### src/rtl/calc_entry_ctrl_pkg.sv
// Shared definitions for the calculator entry path: key codes, ALU op encodings
// and the entry controller state encoding.
package calc_defs;

    localparam logic [3:0] KEY_ADD = 4'd10;
    localparam logic [3:0] KEY_SUB = 4'd11;
    localparam logic [3:0] KEY_MUL = 4'd12;
    localparam logic [3:0] KEY_DIV = 4'd13;
    localparam logic [3:0] KEY_EQ  = 4'd14;
    localparam logic [3:0] KEY_CLR = 4'd15;

    typedef enum logic [1:0] {
        OP_ADD = 2'd0,
        OP_SUB = 2'd1,
        OP_MUL = 2'd2,
        OP_DIV = 2'd3
    } alu_op_e;

    typedef enum logic [2:0] {
        S_ENTER_A = 3'd0,
        S_ENTER_B = 3'd1,
        S_EXEC    = 3'd2,
        S_WAIT    = 3'd3,
        S_STORE   = 3'd4,
        S_ERR     = 3'd5
    } state_e;

    function automatic logic is_digit_key(input logic [3:0] key);
        return key <= 4'd9;
    endfunction

    function automatic logic is_op_key(input logic [3:0] key);
        return (key >= KEY_ADD) && (key <= KEY_DIV);
    endfunction

endpackage

### src/rtl/calc_entry_ctrl_key_event_detect.sv
// Turns a level key_push into a single-cycle event; push_q resets high so a key
// already held when reset releases never produces an event.
module key_event_detect (
    input  logic       i_clk,
    input  logic       i_rst_n,
    input  logic [3:0] i_key_digit,
    input  logic       i_key_push,
    output logic       o_event,
    output logic [3:0] o_key
);

    logic r_push_q;

    always_ff @(posedge i_clk or negedge i_rst_n) begin
        if (!i_rst_n) begin
            r_push_q <= 1'b1;
        end else begin
            r_push_q <= i_key_push;
        end
    end

    assign o_event = i_key_push & ~r_push_q;
    assign o_key   = i_key_digit;

endmodule

### src/rtl/calc_entry_ctrl.sv
// Keypad-to-ALU sequencer: BCD operand entry, operator selection, ALU start/done
// handshake with timeout, and circular result history writes.
module calc_entry_ctrl #(
    parameter int NDIG    = 4,
    parameter int ADDR_W  = 3,
    parameter int TIMEOUT = 255
) (
    input  logic                i_clk,
    input  logic                i_rst_n,
    input  logic [3:0]          i_key_digit,
    input  logic                i_key_push,
    output logic [4*NDIG-1:0]   o_alu_a,
    output logic [4*NDIG-1:0]   o_alu_b,
    output logic [1:0]          o_alu_op,
    output logic                o_alu_start,
    input  logic                i_alu_done,
    input  logic [4*NDIG-1:0]   i_alu_result,
    input  logic                i_alu_err,
    output logic                o_mem_we,
    output logic [ADDR_W-1:0]   o_mem_addr,
    output logic [4*NDIG-1:0]   o_mem_wdata,
    output logic [4*NDIG-1:0]   o_disp_value,
    output logic                o_busy,
    output logic                o_error,
    output logic [2:0]          o_dbg_state
);

    import calc_defs::*;

    localparam int W     = 4 * NDIG;
    localparam int CNT_W = $clog2(NDIG + 1);
    localparam int TMO_W = $clog2(TIMEOUT + 1);

    logic             w_event;
    logic [3:0]       w_key;
    logic             w_clr;
    logic             w_digit;
    logic             w_op_key;
    logic [1:0]       w_key_op;

    state_e           r_state,    w_state_nxt;
    logic [W-1:0]     r_a,        w_a_nxt;
    logic [W-1:0]     r_b,        w_b_nxt;
    logic [CNT_W-1:0] r_cnt_a,    w_cnt_a_nxt;
    logic [CNT_W-1:0] r_cnt_b,    w_cnt_b_nxt;
    logic [1:0]       r_op,       w_op_nxt;
    logic             r_res_flag, w_res_flag_nxt;
    logic [ADDR_W-1:0] r_wr_ptr,  w_wr_ptr_nxt;
    logic [TMO_W-1:0] r_tmo,      w_tmo_nxt;

    key_event_detect u_key (
        .i_clk       (i_clk),
        .i_rst_n     (i_rst_n),
        .i_key_digit (i_key_digit),
        .i_key_push  (i_key_push),
        .o_event     (w_event),
        .o_key       (w_key)
    );

    assign w_digit  = w_event && is_digit_key(w_key);
    assign w_op_key = w_event && is_op_key(w_key);
    assign w_key_op = 2'(w_key - KEY_ADD);
    // Clear is honoured only in the entry states and ERR; busy states drop it.
    assign w_clr    = w_event && (w_key == KEY_CLR) &&
                      (r_state == S_ENTER_A || r_state == S_ENTER_B || r_state == S_ERR);

    always_comb begin
        w_state_nxt    = r_state;
        w_a_nxt        = r_a;
        w_b_nxt        = r_b;
        w_cnt_a_nxt    = r_cnt_a;
        w_cnt_b_nxt    = r_cnt_b;
        w_op_nxt       = r_op;
        w_res_flag_nxt = r_res_flag;
        w_wr_ptr_nxt   = r_wr_ptr;
        w_tmo_nxt      = r_tmo;

        if (w_clr) begin
            w_state_nxt    = S_ENTER_A;
            w_a_nxt        = '0;
            w_b_nxt        = '0;
            w_cnt_a_nxt    = '0;
            w_cnt_b_nxt    = '0;
            w_op_nxt       = '0;
            w_res_flag_nxt = 1'b0;
        end else begin
            case (r_state)
                S_ENTER_A: begin
                    if (w_digit) begin
                        if (r_res_flag) begin
                            // A still holds the last result: the first digit starts a fresh operand.
                            w_a_nxt        = W'(w_key);
                            w_cnt_a_nxt    = CNT_W'(1);
                            w_res_flag_nxt = 1'b0;
                        end else if (r_cnt_a != CNT_W'(NDIG)) begin
                            w_a_nxt     = {r_a[W-5:0], w_key};
                            w_cnt_a_nxt = r_cnt_a + CNT_W'(1);
                        end
                    end else if (w_op_key) begin
                        w_op_nxt    = w_key_op;
                        w_b_nxt     = '0;
                        w_cnt_b_nxt = '0;
                        w_state_nxt = S_ENTER_B;
                    end
                end
                S_ENTER_B: begin
                    if (w_digit) begin
                        if (r_cnt_b != CNT_W'(NDIG)) begin
                            w_b_nxt     = {r_b[W-5:0], w_key};
                            w_cnt_b_nxt = r_cnt_b + CNT_W'(1);
                        end
                    end else if (w_op_key) begin
                        if (r_cnt_b == '0) begin
                            w_op_nxt = w_key_op;
                        end
                    end else if (w_event && w_key == KEY_EQ && r_cnt_b != '0) begin
                        w_state_nxt = S_EXEC;
                    end
                end
                S_EXEC: begin
                    w_tmo_nxt   = '0;
                    w_state_nxt = S_WAIT;
                end
                S_WAIT: begin
                    // A done pulse takes priority over the timeout firing on the same cycle.
                    if (i_alu_done && !i_alu_err) begin
                        w_a_nxt     = i_alu_result;
                        w_cnt_a_nxt = CNT_W'(NDIG);
                        w_state_nxt = S_STORE;
                    end else if (i_alu_done) begin
                        w_state_nxt = S_ERR;
                    end else if (r_tmo == TMO_W'(TIMEOUT)) begin
                        w_state_nxt = S_ERR;
                    end else begin
                        w_tmo_nxt = r_tmo + TMO_W'(1);
                    end
                end
                S_STORE: begin
                    w_wr_ptr_nxt   = r_wr_ptr + ADDR_W'(1);
                    w_res_flag_nxt = 1'b1;
                    w_state_nxt    = S_ENTER_A;
                end
                S_ERR: begin
                    w_state_nxt = S_ERR;
                end
                default: begin
                    w_state_nxt = S_ENTER_A;
                end
            endcase
        end
    end

    always_ff @(posedge i_clk or negedge i_rst_n) begin
        if (!i_rst_n) begin
            r_state    <= S_ENTER_A;
            r_a        <= '0;
            r_b        <= '0;
            r_cnt_a    <= '0;
            r_cnt_b    <= '0;
            r_op       <= '0;
            r_res_flag <= 1'b0;
            r_wr_ptr   <= '0;
            r_tmo      <= '0;
        end else begin
            r_state    <= w_state_nxt;
            r_a        <= w_a_nxt;
            r_b        <= w_b_nxt;
            r_cnt_a    <= w_cnt_a_nxt;
            r_cnt_b    <= w_cnt_b_nxt;
            r_op       <= w_op_nxt;
            r_res_flag <= w_res_flag_nxt;
            r_wr_ptr   <= w_wr_ptr_nxt;
            r_tmo      <= w_tmo_nxt;
        end
    end

    // ALU handshake: start is a one-cycle pulse in EXEC; operands hold until WAIT exits.
    assign o_alu_a      = r_a;
    assign o_alu_b      = r_b;
    assign o_alu_op     = r_op;
    assign o_alu_start  = (r_state == S_EXEC);
    assign o_mem_we     = (r_state == S_STORE);
    assign o_mem_addr   = r_wr_ptr;
    assign o_mem_wdata  = (r_state == S_STORE) ? r_a : '0;
    assign o_busy       = (r_state == S_EXEC) || (r_state == S_WAIT) || (r_state == S_STORE);
    assign o_error      = (r_state == S_ERR);
    assign o_dbg_state  = r_state;
    assign o_disp_value = (r_state == S_ERR) ? {NDIG{4'hE}} :
                          (r_state == S_ENTER_B && r_cnt_b != '0) ? r_b : r_a;

endmodule

### config.mk
export PLATFORM = sky130hd
export DESIGN_NAME = calc_entry_ctrl
export DESIGN_NICKNAME = d
export VERILOG_FILES = /design/src/rtl/calc_entry_ctrl_pkg.sv /design/src/rtl/calc_entry_ctrl_key_event_detect.sv /design/src/rtl/calc_entry_ctrl.sv
export SDC_FILE = /design/constraint.sdc
export NUM_CORES = 1
export LEC_CHECK = 0
export CORE_MARGIN = 5
export CORE_UTILIZATION = 50
export CTS_CLUSTER_DIAMETER = 50
export DETAILED_ROUTE_END_ITERATION = 10
export PLACE_DENSITY = 0.82
export SETUP_SLACK_MARGIN = 0.05
export SKIP_CTS_REPAIR_TIMING = 1
export SKIP_LAST_GASP = 1
export SYNTH_ARGS = -nofsm -noshare
export SYNTH_HDL_FRONTEND = slang
export SYNTH_SLANG_ARGS = --single-unit
### constraint.sdc
create_clock -name i_clk -period 3.5 [get_ports i_clk]
set_input_delay 1.05 -clock i_clk [delete_from_list [all_inputs] [get_ports i_clk]]
set_output_delay 1.05 -clock i_clk [all_outputs]
set_load 0.02 [all_outputs]
# Yosys cells after proc, flatten, opt, wreduce, memory -nomap -nowiden
# Cells that the tools add are included.
# totals
reg_bits	56
output_inout_bits	76
# op_classes
n_addsub	5
order_cmp	3
n_eq_ne	26
n_mux	51
n_bitwise	3
n_reduce_logical	28
# op_table
op	n
16-bit two-way mux	13
16-bit case mux with 2 select lines	2
3-bit two-way mux	19
3-bit inequality test, second input constant	10
8-bit two-way mux	3
8-bit case mux with 2 select lines	1
3-bit case mux with 5 select lines	1
2-bit two-way mux	6
3-bit case mux with 2 select lines	2
6-bit AND reduction	2
3-bit nonzero test	4
5-bit AND reduction	2
3-bit by 1-bit adder with 3-bit output, second input constant	3
1-bit logical AND	9
3-bit by 2-bit inequality test with 1-bit output, second input constant	3
8-bit by 1-bit adder with 8-bit output, second input constant	1
4-bit equality test, second input constant	2
8-bit equality test, second input constant	1
4-bit <= comparator, second input constant	2
3-bit by 2-bit equality test with 1-bit output, second input constant	2
3-bit equality test, second input constant	2
3-bit zero test	2
2-bit inequality test, second input constant	3
5-bit inequality test, second input constant	1
other kinds (14)	20

# Longest topological paths before layout
# logic_depth
word_depth	9
ltp_mapped	9
ltp_nobuf	7

# Modules after synthesis
# From an unflattened synthesis, not the netlist that was laid out.
# hier_totals
hier_cells	363
hier_area_um2	3320.7
# modules_own_cells
mod	n_inst	cells_each	area_per_inst_um2
calc_entry_ctrl	1	357	3250.6
key_event_detect	1	6	70.1

# Worst setup path after synthesis
# No wires, ideal clock.
# synth_timing
path_type	register -> output
from	reg r_state[0], in the netlist o_dbg_state[0]
to	out o_disp_value[15]
arrival_ns	1.813
required_time_ns	2.450
slack_ns	0.637
stages_incl_launch_ff	6
path_buffers	2
path_cell_list	dfrtp_1 > buf_2 > nor3b_2 > nand2_1 > clkbuf_1 > o211ai_1
# synth_between
elab_chain_len	4
elab_cells_between_ends	5
classes_between	eq/ne: 2; mux: 2; reduce/logical: 1
# synth_lines
item	line_no	rtl
start, declared	calc_entry_ctrl.sv:41	state_e r_state, w_state_nxt;
start signal, assigned	calc_entry_ctrl.sv:165	r_state <= w_state_nxt;
3-bit by 1-bit equality test with 1-bit output	calc_entry_ctrl.sv:189	(r_state == S_ENTER_B && r_cnt_b != '0) ? r_b : r_a;
1-bit logical AND	calc_entry_ctrl.sv:189	
16-bit two-way mux	calc_entry_ctrl.sv:189	
16-bit two-way mux (*)	calc_entry_ctrl.sv:188	assign o_disp_value = (r_state == S_ERR) ? {NDIG{4'hE}} :
end, declared	calc_entry_ctrl.sv:22	output logic [4*NDIG-1:0] o_disp_value,
# Every way passes the cells marked *; elsewhere a longest branch is shown, timed or not.

# Final worst setup path
# layout_timing
from	reg r_cnt_b[0]
to	out o_disp_value[3]
# layout_between
elab_chain_len	4
# layout_lines
item	line_no	rtl
start, declared	calc_entry_ctrl.sv:45	logic [CNT_W-1:0] r_cnt_b, w_cnt_b_nxt;
start signal, assigned	calc_entry_ctrl.sv:169	r_cnt_b <= w_cnt_b_nxt;
3-bit nonzero test	calc_entry_ctrl.sv:189	
1-bit logical AND	calc_entry_ctrl.sv:189	
16-bit two-way mux	calc_entry_ctrl.sv:189	
16-bit two-way mux	calc_entry_ctrl.sv:188	
# No other way between the ends.

==> impl_results.rst <==
.. list-table::
   :header-rows: 1

   * - Metric
     - Value
   * - Outcome
     - completed
   * - Post-route antenna net violation count
     - 0
   * - Synthesis warning total
     - 0
   * - TritonCTS clock tree
     - done
   * - Source of the critical timing path
     - r_cnt_b[0]
   * - Floorplan die width
     - 91.80 um
   * - Starting Density
     - 52.09%
   * - H-tree level count
     - 2
   * - Top fanout value on the critical path
     - 28
   * - Post-synthesis area per instance
     - 8.758 um^2
   * - GRT overflow
     - 0
   * - Final weighted congestion of routability-driven global placement
     - 0.8607
   * - Req. time, crit path
     - 2450 ps
   * - Net count after synthesis
     - 413
   * - Bufs and invs on worst path
     - 3
   * - Initial antenna violation count
     - 0
   * - Post-synthesis sequential area ratio
     - 41.92%
   * - Clock sink total
     - 56
   * - Total power of the final layout
     - 4.100 mW
   * - Die Ht
     - 91.80 um
   * - Final wirelength
     - 9599 um
   * - Core region area
     - 6422 um^2
   * - Half-perimeter wire length after placement
     - 7241 um
   * - Accumulated negative setup slack
     - 0 ps
   * - Number of global-route vias before repair
     - 3,086
   * - Number of synthesized register bits
     - 56
   * - Shortest clock period the worst path allows after layout
     - 3299 ps
   * - Critical Path Most Common Cell
     - sky130_fd_sc_hd__nand2_1
   * - Part of the cycle the worst path needs
     - 94.27%
   * - Max-Slew Margin vs Limit
     - 47.87%
   * - CP cell instances
     - inv_1 -> ha_1 -> nand2_1 -> nand2_1 -> buf_6 -> nand2_1 -> o211ai_1 -> clkdlybuf4s50_1
   * - Vias per cell
     - 5.714
   * - Share of flip-flops with an asynchronous set or reset
     - 100.0%
   * - Number of enable-type register cells in the synthesized netlist
     - 0
   * - NumNets Final
     - 509
   * - Count of port buffers added during placement
     - 100
   * - Hold violation count in the final report
     - 0
   * - Number of placement rows
     - 29
   * - Launching element type of the critical path
     - flop
   * - Power Dens Cells
     - 898.0 nW/um^2
   * - Detailed-route via count
     - 3,171
   * - Share of layout cells above drive strength 1
     - 7.531%
   * - Worst Max-Slew Pin Slew
     - 781.9 ps
   * - Number of design-rule violations left by the first detailed-router iteration
     - 171
   * - Area of the die
     - 8427 um^2
   * - Most used flip-flop cell after synthesis
     - sky130_fd_sc_hd__dfrtp_1
   * - Maximum number of pins on one net before global-route repair
     - 34
   * - Io pins
     - 101
   * - Unique cell type count in the Yosys netlist
     - 50
   * - DRC
     - 0
   * - Clock Root Buffer
     - sky130_fd_sc_hd__clkbuf_8
   * - Max Root-Sink Buffers
     - 2
   * - Global routing usage summed across all routing layers
     - 22.64%
   * - Launch point of the worst hold path
     - o_mem_addr[2]
   * - Clock latency on the worst-skew pair
     - 300 ps
   * - RSZ-0062 raised after global routing
     - false
   * - Total CTS buffers
     - 5
   * - Count of TritonRoute iterations in the first routing pass
     - 4
   * - Layout Area Growth over Synthesis
     - 36.46%
   * - Global-route wire length before repair
     - 15,490 um
   * - Worst Clk Skew
     - 5.406 ps
   * - Average detailed-routed wire length per instance
     - 17.30 um
   * - Fillers
     - 505
   * - Type of the worst setup path
     - flop to primary output
   * - Hold Crit Class
     - flop to flop
   * - Count of inserted antenna diode cells
     - 0
   * - Clock transition at the registers of the reported paths
     - 90 ps
   * - Max Clk Rate
     - 303.1 MHz
   * - Slowest cell delay on critical path
     - 640 ps
   * - Leakage
     - 2.146 nW
   * - CP delay by family, top
     - buffers and inverters
   * - Slowest cell on the critical path
     - sky130_fd_sc_hd__clkdlybuf4s50_1
   * - Critical path endpoint category
     - primary output
   * - VDD IR-drop max
     - 0.0004749 V
   * - Number of max-cap violations
     - 0
   * - Total of endpoints with negative setup slack in the final report
     - 0
   * - Startpoint of the most critical register-to-register path
     - o_dbg_state[2]
   * - Fin. max-slew vios
     - 0
   * - Signal arrival time at the worst endpoint
     - 2250 ps
   * - Gate count of the mapped netlist
     - 382
   * - Summed instance area of the synthesized netlist
     - 3346 um^2
synth_stat cells, types with 2 or more instances:
cell	n	area share, %
sky130_fd_sc_hd__o22ai_1	2	0.37
sky130_fd_sc_hd__o31ai_1	16	3.6
sky130_fd_sc_hd__nand3b_1	3	0.67
sky130_fd_sc_hd__inv_1	23	2.6
sky130_fd_sc_hd__clkbuf_1	12	1.3
sky130_fd_sc_hd__nor4b_1	2	0.52
sky130_fd_sc_hd__buf_2	11	1.6
sky130_fd_sc_hd__o21ai_1	7	1.0
sky130_fd_sc_hd__nor3_1	3	0.45
sky130_fd_sc_hd__and3_1	5	0.93
sky130_fd_sc_hd__nor2b_1	2	0.37
sky130_fd_sc_hd__dfrtp_1	55	41
sky130_fd_sc_hd__o21ai_0	6	0.90
sky130_fd_sc_hd__and2_1	19	3.6
sky130_fd_sc_hd__a21oi_1	20	3.0
sky130_fd_sc_hd__buf_1	2	0.22
sky130_fd_sc_hd__inv_2	3	0.34
sky130_fd_sc_hd__xor2_1	2	0.52
sky130_fd_sc_hd__and4_1	2	0.52
sky130_fd_sc_hd__mux2i_1	27	8.1
sky130_fd_sc_hd__nand4_1	2	0.37
sky130_fd_sc_hd__nor3b_1	13	2.9
sky130_fd_sc_hd__nor2_1	17	1.9
sky130_fd_sc_hd__nand3_1	7	1.0
sky130_fd_sc_hd__ha_1	6	2.2
sky130_fd_sc_hd__o211ai_1	14	3.1
sky130_fd_sc_hd__nand2_1	69	7.7
sky130_fd_sc_hd__buf_6	2	0.67
sky130_fd_sc_hd__nand2b_1	6	1.1
sky130_fd_sc_hd__o41ai_1	2	0.52
sky130_fd_sc_hd__a211oi_1	2	0.45
sky130_fd_sc_hd__a22o_1	2	0.52
metrics by stage:
step	setup slack [ps]	hold WS, ps	util (%)	std cells	cell area (um^2)
after floorplan	636.9	469.4	-	382	3346
after global routing	58.81	521.9	71.09	555	4566
after global placement	401.7	460.4	69.26	548	4448
after detailed placement	271.4	489.5	69.26	548	4448
final	200.6	497.6	71.09	555	4566
after CTS	101.2	505.4	70.47	555	4526
metal layers:
| metal | track usage [%] | up-vias | routed length, um |
|---|---|---|---|
| li1 | - | 1507 | - |
| met1 | 29.03 | 1524 | 4193 |
| met4 | 4.950 | 0 | 93 |
| met2 | 40.05 | 132 | 4701 |
| met3 | 4.010 | 8 | 610 |
| met5 | 0 | - | 0 |
final timing paths:
check                                       end  slack [ps]  cells past startpoint
worst max-delay path            o_disp_value[3]         200                      8
worst min-delay path              o_mem_addr[2]         500                      1
worst max register to register       r_cnt_a[0]        1450                      7
worst min register to register    o_mem_addr[2]         500                      1
max in group asynchronous        u_key.r_push_q        1910                      2
min in group asynchronous            o_alu_a[9]         820                      1
state kept, by name, summed over array words and instances, names as in the netlist:
signal          count
o_alu_op            2
o_alu_a            16
r_cnt_a             3
r_cnt_b             3
u_key.r_push_q      1
o_alu_b            16
r_tmo               8
o_dbg_state         3
r_res_flag          1
o_mem_addr          3
area by class of cell:
| class | instances | area (um^2) | area share, % |
|---|---|---|---|
| timing repair buffer | 117 | 1152 | 25.24 |
| multi-input combinational | 272 | 1739 | 38.09 |
| clock buffer | 6 | 72.57 | 1.589 |
| clock inverter | 1 | 5.005 | 0.1096 |
| tap | 77 | 96.34 | 2.110 |
| inverter | 26 | 97.59 | 2.138 |
| sequential | 56 | 1403 | 30.72 |
power breakdown:
| group | leakage [nW] | total (mW) | switching [mW] | internal (mW) |
|---|---|---|---|---|
| clock network | 0.0410 | 0.337 | 0.200 | 0.137 |
| logic | 1.40 | 2.62 | 1.44 | 1.18 |
| registers | 0.703 | 1.14 | 0.268 | 0.875 |
| total | 2.15 | 4.10 | 1.91 | 2.19 |
logic make-up after synthesis:
family | count (synthesis) | synth area share (%)
muxes | 29 | 8.751
buffers and inverters | 54 | 7.030
and+or+nand+nor | 155 | 23.41
AOI/OAI and AO/OA | 79 | 15.86
xor gates and xnor gates | 3 | 0.7855
DFF | 56 | 41.92
adders and majority gates | 6 | 2.244
layout by cell type, fill, tap and decap left out, types with 3 or more instances in the layout:
master / n
sky130_fd_sc_hd__buf_4: 16
sky130_fd_sc_hd__inv_1: 23
sky130_fd_sc_hd__o21ai_1: 7
sky130_fd_sc_hd__o21ai_0: 6
sky130_fd_sc_hd__nand3b_1: 3
sky130_fd_sc_hd__clkdlybuf4s50_1: 89
sky130_fd_sc_hd__nand2b_1: 6
sky130_fd_sc_hd__dlymetal6s2s_1: 10
sky130_fd_sc_hd__ha_1: 6
sky130_fd_sc_hd__dfrtp_1: 55
sky130_fd_sc_hd__nand2_1: 69
sky130_fd_sc_hd__mux2i_1: 27
sky130_fd_sc_hd__and3_1: 5
sky130_fd_sc_hd__inv_2: 3
sky130_fd_sc_hd__and2_1: 19
sky130_fd_sc_hd__nor3b_1: 13
sky130_fd_sc_hd__clkbuf_8: 5
sky130_fd_sc_hd__a21oi_1: 20
sky130_fd_sc_hd__o211ai_1: 14
sky130_fd_sc_hd__nand3_1: 7
sky130_fd_sc_hd__o31ai_1: 16
sky130_fd_sc_hd__nor2_1: 16
worst reg2reg max path, stage by stage, from the launching register on:
cell and delay (ps):
sky130_fd_sc_hd__dfrtp_1 440, sky130_fd_sc_hd__buf_4 190, sky130_fd_sc_hd__nand2b_1 170, sky130_fd_sc_hd__buf_4 210, sky130_fd_sc_hd__nor2_1 250, sky130_fd_sc_hd__a211oi_4 100, sky130_fd_sc_hd__buf_4 220, sky130_fd_sc_hd__o41ai_1 370
(Power assumes the default switching activity.)
